### src/rtl/fetch_unit.sv
// fetch_unit: instruction fetch stage placed directly after the PC register.
//
// Requests instructions in order over a req/gnt handshake and accepts
// in-order, variable-latency responses. {pc, instr} pairs are buffered in a
// DEPTH-entry circular queue and handed to decode with first-word
// fall-through. pc_advance tells the next-PC logic to step the PC, and it is
// only raised when a fetch is granted. A redirect (flush_i) discards everything
// that is queued. It also arranges for responses still in flight to be dropped
// when they return.
//
// Handshakes: a transfer happens on a rising edge where both sides are high
// (imem_req && imem_gnt, instr_valid && instr_ready). The sender holds its
// payload stable until that edge. imem_rvalid is a one-cycle strobe with no
// back-pressure.
//
// Ports:
//   clk, reset        clock and synchronous active-high reset
//   fetch_pc          current PC from the program counter
//   pc_advance        1 = step the PC by 4 at this edge
//   flush_i           redirect: drop queued and in-flight fetches
//   imem_req/addr/gnt request channel to instruction memory
//   imem_rvalid/rdata response channel (in order, >=1 cycle after grant)
//   instr_valid/instr/instr_pc/instr_ready  head entry to decode
module fetch_unit #(
  parameter int N     = 32,
  parameter int DEPTH = 4
) (
  input  logic         clk,
  input  logic         reset,
  input  logic [N-1:0] fetch_pc,
  output logic         pc_advance,
  input  logic         flush_i,
  output logic         imem_req,
  output logic [N-1:0] imem_addr,
  input  logic         imem_gnt,
  input  logic         imem_rvalid,
  input  logic [N-1:0] imem_rdata,
  output logic         instr_valid,
  output logic [N-1:0] instr,
  output logic [N-1:0] instr_pc,
  input  logic         instr_ready
);

  localparam int PW = (DEPTH > 1) ? $clog2(DEPTH) : 1;
  localparam int CW = $clog2(DEPTH) + 1;

  // Entry storage. The queue runs alloc -> fill -> head.
  logic [N-1:0]     pc_q    [DEPTH];
  logic [N-1:0]     instr_q [DEPTH];
  logic [DEPTH-1:0] filled_q, filled_d;

  logic [PW-1:0] alloc_ptr_q, alloc_ptr_d;
  logic [PW-1:0] fill_ptr_q,  fill_ptr_d;
  logic [PW-1:0] head_ptr_q,  head_ptr_d;

  // alloc_count: entries holding a live fetch (unfilled or filled).
  // inflight:    granted requests whose response has not yet returned.
  // discard:     how many of those in-flight responses belong to a flushed path.
  logic [CW-1:0] alloc_count_q, alloc_count_d;
  logic [CW-1:0] inflight_q,    inflight_d;
  logic [CW-1:0] discard_q,     discard_d;

  logic grant;
  logic rsp;
  logic drop;
  logic fill_en;
  logic pop;

  // Issue. The limit uses the registered count, so a pop frees its slot
  // only from the next cycle on.
  assign imem_req   = !reset && !flush_i && (alloc_count_q < CW'(DEPTH));
  assign imem_addr  = fetch_pc;
  assign grant      = imem_req && imem_gnt;
  assign pc_advance = grant;

  // Responses that arrive with nothing outstanding are stray and are ignored.
  assign rsp     = imem_rvalid && (inflight_q != '0);
  assign drop    = rsp && (discard_q != '0);
  assign fill_en = rsp && !drop && !flush_i;

  // Output from the head entry, first-word fall-through.
  assign instr_valid = !reset && !flush_i && (alloc_count_q != '0) &&
                       filled_q[head_ptr_q];
  assign instr       = instr_q[head_ptr_q];
  assign instr_pc    = pc_q[head_ptr_q];
  assign pop         = instr_valid && instr_ready;

  always_comb begin
    filled_d      = filled_q;
    alloc_ptr_d   = alloc_ptr_q;
    fill_ptr_d    = fill_ptr_q;
    head_ptr_d    = head_ptr_q;
    alloc_count_d = alloc_count_q;
    inflight_d    = inflight_q;
    discard_d     = discard_q;

    if (flush_i) begin
      // Everything still in flight belongs to the old path. A response
      // arriving in this cycle is already dropped, so it is not counted.
      filled_d      = '0;
      alloc_ptr_d   = '0;
      fill_ptr_d    = '0;
      head_ptr_d    = '0;
      alloc_count_d = '0;
      inflight_d    = inflight_q - CW'(rsp);
      discard_d     = inflight_q - CW'(rsp);
    end else begin
      // Pop, fill and grant always touch different entries. Pop frees the
      // oldest entry. Fill targets an allocated but unfilled entry. Grant
      // targets a free slot.
      if (pop) begin
        filled_d[head_ptr_q] = 1'b0;
        head_ptr_d           = head_ptr_q + PW'(1);
      end
      if (fill_en) begin
        filled_d[fill_ptr_q] = 1'b1;
        fill_ptr_d           = fill_ptr_q + PW'(1);
      end
      if (grant) begin
        filled_d[alloc_ptr_q] = 1'b0;
        alloc_ptr_d           = alloc_ptr_q + PW'(1);
      end
      alloc_count_d = alloc_count_q + CW'(grant) - CW'(pop);
      inflight_d    = inflight_q + CW'(grant) - CW'(rsp);
      discard_d     = discard_q - CW'(drop);
    end
  end

  always_ff @(posedge clk) begin
    if (reset) begin
      filled_q      <= '0;
      alloc_ptr_q   <= '0;
      fill_ptr_q    <= '0;
      head_ptr_q    <= '0;
      alloc_count_q <= '0;
      inflight_q    <= '0;
      discard_q     <= '0;
    end else begin
      filled_q      <= filled_d;
      alloc_ptr_q   <= alloc_ptr_d;
      fill_ptr_q    <= fill_ptr_d;
      head_ptr_q    <= head_ptr_d;
      alloc_count_q <= alloc_count_d;
      inflight_q    <= inflight_d;
      discard_q     <= discard_d;
    end
  end

  // Payload storage is cleared on reset so instr/instr_pc read zero afterwards.
  always_ff @(posedge clk) begin
    if (reset) begin
      for (int i = 0; i < DEPTH; i++) begin
        pc_q[i]    <= '0;
        instr_q[i] <= '0;
      end
    end else begin
      if (grant) begin
        pc_q[alloc_ptr_q] <= fetch_pc;
      end
      if (fill_en) begin
        instr_q[fill_ptr_q] <= imem_rdata;
      end
    end
  end

endmodule

### config.mk
export PLATFORM = sky130hd
export DESIGN_NAME = fetch_unit
export DESIGN_NICKNAME = d
export VERILOG_FILES = /design/src/rtl/fetch_unit.sv
export SDC_FILE = /design/constraint.sdc
export NUM_CORES = 1
export LEC_CHECK = 0
export ABC_AREA = 1
export BUFFER_PORTS_ARGS = -buffer_cell sky130_fd_sc_hd__buf_2
export CORE_MARGIN = 2
export CORE_UTILIZATION = 54
export CTS_CLUSTER_SIZE = 10
export DETAILED_ROUTE_END_ITERATION = 10
export HOLD_SLACK_MARGIN = 0.1
export PLACE_DENSITY = 0.87
export REMOVE_ABC_BUFFERS = 1
export SYNTH_ARGS = -nofsm -noshare
export SYNTH_HDL_FRONTEND = slang
export SYNTH_SLANG_ARGS = --single-unit
### constraint.sdc
create_clock -name clk -period 11.5 [get_ports clk]
set_input_delay 2.3 -clock clk [delete_from_list [all_inputs] [get_ports clk]]
set_output_delay 2.3 -clock clk [all_outputs]
set_load 0.05 [all_outputs]
* Yosys cells after proc, flatten, opt, wreduce, memory -nomap -nowiden
Memories as Yosys holds them, arrays and structs flattened. A register that Yosys moved wholly into a read port is not among the register bits.
Index checks and enable logic that the tools add are counted.
** Word-level totals
- Output and inout port bits :: 99
- Register bits after elaboration :: 19
- Bits in writable memories :: 256
- Word-level logic and storage cells :: 85
- Memories :: 2
- Bits of input ports :: 70
** Memory list
- instr_q :: words 4, width 32, read ports 1, clocked after Yosys merged registers in 1, write ports 4, line 49 : logic [N-1:0] instr_q [DEPTH];
- pc_q :: words 4, width 32, read ports 1, clocked after Yosys merged registers in 1, write ports 4, line 48 : logic [N-1:0] pc_q [DEPTH];
** Cells by class
- Reduce and logical (&&, ||, !) cells :: 22
- $add $sub $neg :: 9
- Bitwise logic cells :: 5
- Order comparisons :: 7
- Mux-type cells :: 33
** Operator list (count)
- $mux W32 :: 2
- $reduce_or A32 Y1 :: 2
- $mux W4 :: 5
- $mux W1 :: 14
- $logic_and A1 B1 Y1 :: 13
- $mux W2 :: 6
- $sub A3 B1 Y3 :: 4
- $lt A2 B3 Y1 const B :: 3
- $reduce_bool A3 Y1 :: 3
- $and A4 B4 Y4 :: 2
- $not A4 Y4 :: 2
- $add A2 B1 Y2 const B :: 3
- $add A3 B1 Y3 :: 2
- $demux W1 S2 :: 3
- $ge A2 B1 Y1 const B :: 3
- $mux W3 :: 2
- $or A4 B4 Y4 :: 1
- $logic_not A1 Y1 :: 3
- $lt A3 B3 Y1 const B :: 1
- $bmux W1 S2 :: 1
- $reduce_or A2 Y1 :: 1

* Logic depth before layout (Yosys ltp)
- Word-level depth :: 13
- Mapped depth :: 13
- Gate-level depth less buffers :: 13

* Worst setup path after synthesis
Ideal clock, no wire load.
- Kind :: input-to-reg
- Start :: input flush_i
- End :: memory pc_q[3][0], enable pin
- Setup slack :: 5.409 ns
- Buffers on the path :: 1
- Arrival time :: 5.621 ns
- Cell stages on the path :: 6
- Setup time :: 0.470 ns
- Cells stage by stage :: nor2_4 > inv_2 > nor2_4 > nand2_2 > buf_4 > a211oi_1
** RTL lines
- start: declaration :: line 32 : input logic flush_i,
- end: declaration :: line 48

* Worst setup path after layout
- Start :: input flush_i
- End :: output pc_advance
** On the way
- Word-level cells in the longest chain between the ends :: 4
** Ends and longest elaborated chain
- $logic_not A1 Y1 :: line 71 : assign imem_req = !reset && !flush_i && (alloc_count_q < CW'(DEPTH));
- $logic_and A1 B1 Y1 (2 in a row) :: line 71
- $logic_and A1 B1 Y1 :: line 73 : assign grant = imem_req && imem_gnt;
- end: declaration :: line 31 : output logic pc_advance,
Every way passes these cells.

==> flow_metrics.py <==
metrics = {
    "sta": {
        "slew_viol_final": 0,
        "timing.final.crit_share_pct": 57.3,
        "max_freq_ghz": 0.152,
        "setup_viol": 0,
        "worst_pin_slew_ns": 1.06,
        "setup-tns-final_ns": 0,
        "fin_skew_ns": 0.0161,
        "rsz0062_at_grt": "no",
        "period_needed_ns": 6.59,
        "slew_headroom_pct": 29.1,
        "hold_violations": 0,
    },
    "floorplanning": {
        "die_w_um": 156,
        "io_pins": 169,
        "initial_core_util_pct": 55.0,
        "rows": 55,
        "dieHeight_um": 156,
        "dieArea_mm2": 0.0244,
        "coreArea_mm2": 0.0227,
    },
    "global_routing": {
        "grt_overflow": 0,
        "grt_pass1_vias": 8941,
        "grt_use_total_pct": 23.3,
        "grt_pass1_wl_um": 44800,
        "grt_antenna_before_repair": 0,
        "grt_max_degree": 67,
    },
    "cells_and_area": {
        "final_nets": 1381,
        "fill_cells": 1792,
        "area_growth_pct": 12.7,
        "multi_input_area_mm2": 0.00341,
        "drive_gt1_share_pct": 18.3,
        "seq_area_mm2": 0.00811,
        "finalInstanceArea_mm2": 0.0141,
        "antenna_cells": 0,
    },
    "cts": {
        "cts_setup_buffers": 0,
        "clk_latency_ns": 0.53,
        "cts_made_buffers": 31,
        "clkSinkCount": 277,
        "clock-root-buffer": "clkbuf_16",
        "clock_path_buffers": 3,
        "cts_max_level": 1,
        "clkTransAtPathRegs_ns": 0.05,
        "ctsResizeCount": 0,
        "cts_tree": "yes",
        "hold_buffers": 0,
    },
    "synth": {
        "synth-edff-count": 256,
        "syn_area_mm2": 0.0125,
        "ys_async_sr_fraction_pct": 0,
        "yosysMostFrequentCell": "nor2_1",
        "synth_warnings": 0,
        "ys_ff_latch": 277,
        "ys_seq_area_share_pct": 64.9,
        "synthFlopType": "edfxtp_1",
        "synth_top_area_share_pct": 61.5,
        "yosysTopAreaCell": "edfxtp_1",
        "synth.area.top_cells": "edfxtp_1 62%, nor2_1 11%, o21ai_0 5.4%",
        "post_synth_most_frequent_cells": "363 x nor2_1, 256 x edfxtp_1, 135 x o21ai_0, 91 x inv_1, 64 x o22ai_1",
        "syn_inst": 1177,
        "synth_cell_types": 33,
        "syn_area_per_cell_um2": 10.6,
    },
    "detailed_routing": {
        "drcViolationCount": 0,
        "num_vias": 9043,
        "first_iter_violations": 780,
        "vias_per_cell": 5.66,
        "ant_nets": 0,
        "first_pass_iters": 5,
        "wl_per_cell_um": 17.9,
        "routed_wirelength_um": 28600,
    },
    "critical_path": {
        "path_cells": "buf_2 > nor2_4 > inv_2 > nor2_4 > nand2_2 > inv_1 > buf_2",
        "end_kind": "output port",
        "worstPathArrival_ns": 4.29,
        "critPathKind": "in -> out",
        "cp.required_ns": 9.20,
        "slowest_delay_ns": 0.53,
        "critPathMaxFanout": 39,
        "start_kind": "primary input",
        "slowest_stage": "nand2_2",
    },
    "pwr": {
        "ir_worst_vdd_mv": 0.137,
        "p_leak_nw": 5.86,
        "power_density_mw_per_mm2": 170,
    },
    "place": {
        "numPortBuffers": 168,
        "place_congestion": 0.805,
        "dp_hpwl_um": 16200,
        "dpl-instance-area_mm2": 0.0132,
    },
    "run_status": {
        "outcome": "finished clean",
    },
    "flow_run": {
        "cap_violations": 0,
    },
    "min_path": {
        "worstHoldPathType": "reg -> reg",
    },
}
-- logic make-up (layout without fill, tap and decap cells) --
logic type / count (synthesis) / count (layout) / synth area share, %
AND/OR/NAND/NOR: 461 / 461 / 15.1
adder cells (fa/ha/maj): 22 / 22 / 2.32
flip-flops: 277 / 277 / 64.9
AO/OA/AOI/OAI: 215 / 215 / 9.40
XOR/XNOR: 3 / 3 / 0.210
buffers and inverters: 199 / 336 / 8.02
-- placed cells by master (no fill, tap or decap), types with 2 or more instances in the layout --
cell	instances
clkbuf_1	25
nand3_1	5
clkbuf_16	31
nand3_4	2
nand4_1	4
a21oi_1	14
nand2_2	3
inv_1	90
inv_2	4
nor2_2	2
fa_1	2
nand2_4	2
nor2_1	363
ha_1	20
dfxtp_1	19
xnor2_1	3
edfxtp_1	256
o21ai_0	134
nor2_4	4
buf_4	13
buf_2	168
inv_4	2
nor3_2	2
nand2_1	40
nor3_1	31
o22ai_1	64
-- sequential cells by signal, indices dropped and copies added, names as in the netlist, named ones only --
| name | flops |
|---|---|
| alloc_count_q | 3 |
| alloc_ptr_q | 2 |
| discard_q | 3 |
| fill_ptr_q | 2 |
| filled_q | 4 |
| head_ptr_q | 2 |
| inflight_q | 3 |
| instr_q | 128 |
| pc_q | 128 |
-- final cells by class --
cell class	instances	share of cell area [%]
Clock buffer	57	6.28
Timing Repair Buffer	181	6.67
Clock inverter	1	0.0622
Multi-Input combinational cell	701	24.2
Tap cell	285	2.53
Inverter	97	2.62
Sequential cell	277	57.6
-- worst max-delay path: cells and delay by family --
kind / cells / cell delay [ns]
buf+inv: 4 / 1.07
simple gates: 3 / 0.90
-- routing by layer --
metal / GRT usage, % / vias to the layer above / part of all wire [%]
met5: 0 / - / 0
met4: 6.60 / 0 / 2.0
met3: 3.42 / 43 / 8.0
met2: 42.7 / 420 / 52
met1: 28.7 / 4378 / 38
li1: - / 4202 / -
-- power breakdown --
group          switching [mW]  leakage [nW]  internal (mW)
Clock                   0.362         0.423          0.511
Sequential             0.0201          2.82           1.17
Combinational           0.245          2.62         0.0785
-- stage by stage --
stage	instances	utilization [%]	hold WS [ns]	setup slack, ns	power [mW]
final	1599	62.0	0.464	4.91	2.39
after global routing	1599	62.0	0.482	4.77	2.48
after CTS	1599	62.0	0.468	4.93	2.40
after detailed placement	1541	58.1	0.455	4.95	1.53
after global placement	1541	58.1	0.458	5.00	1.52
after floorplan	1075	-	0.435	4.33	1.41
-- final timing paths --
check,start,end,depth (start not counted),slack (ns)
max,flush_i,pc_advance,7,4.91
min,filled_q[2],filled_q[2],2,0.46
max reg2reg,alloc_count_q[2],pc_q[1][10],6,8.52
min reg2reg,filled_q[2],filled_q[2],2,0.46
Power figures use the tool's default switching activity.
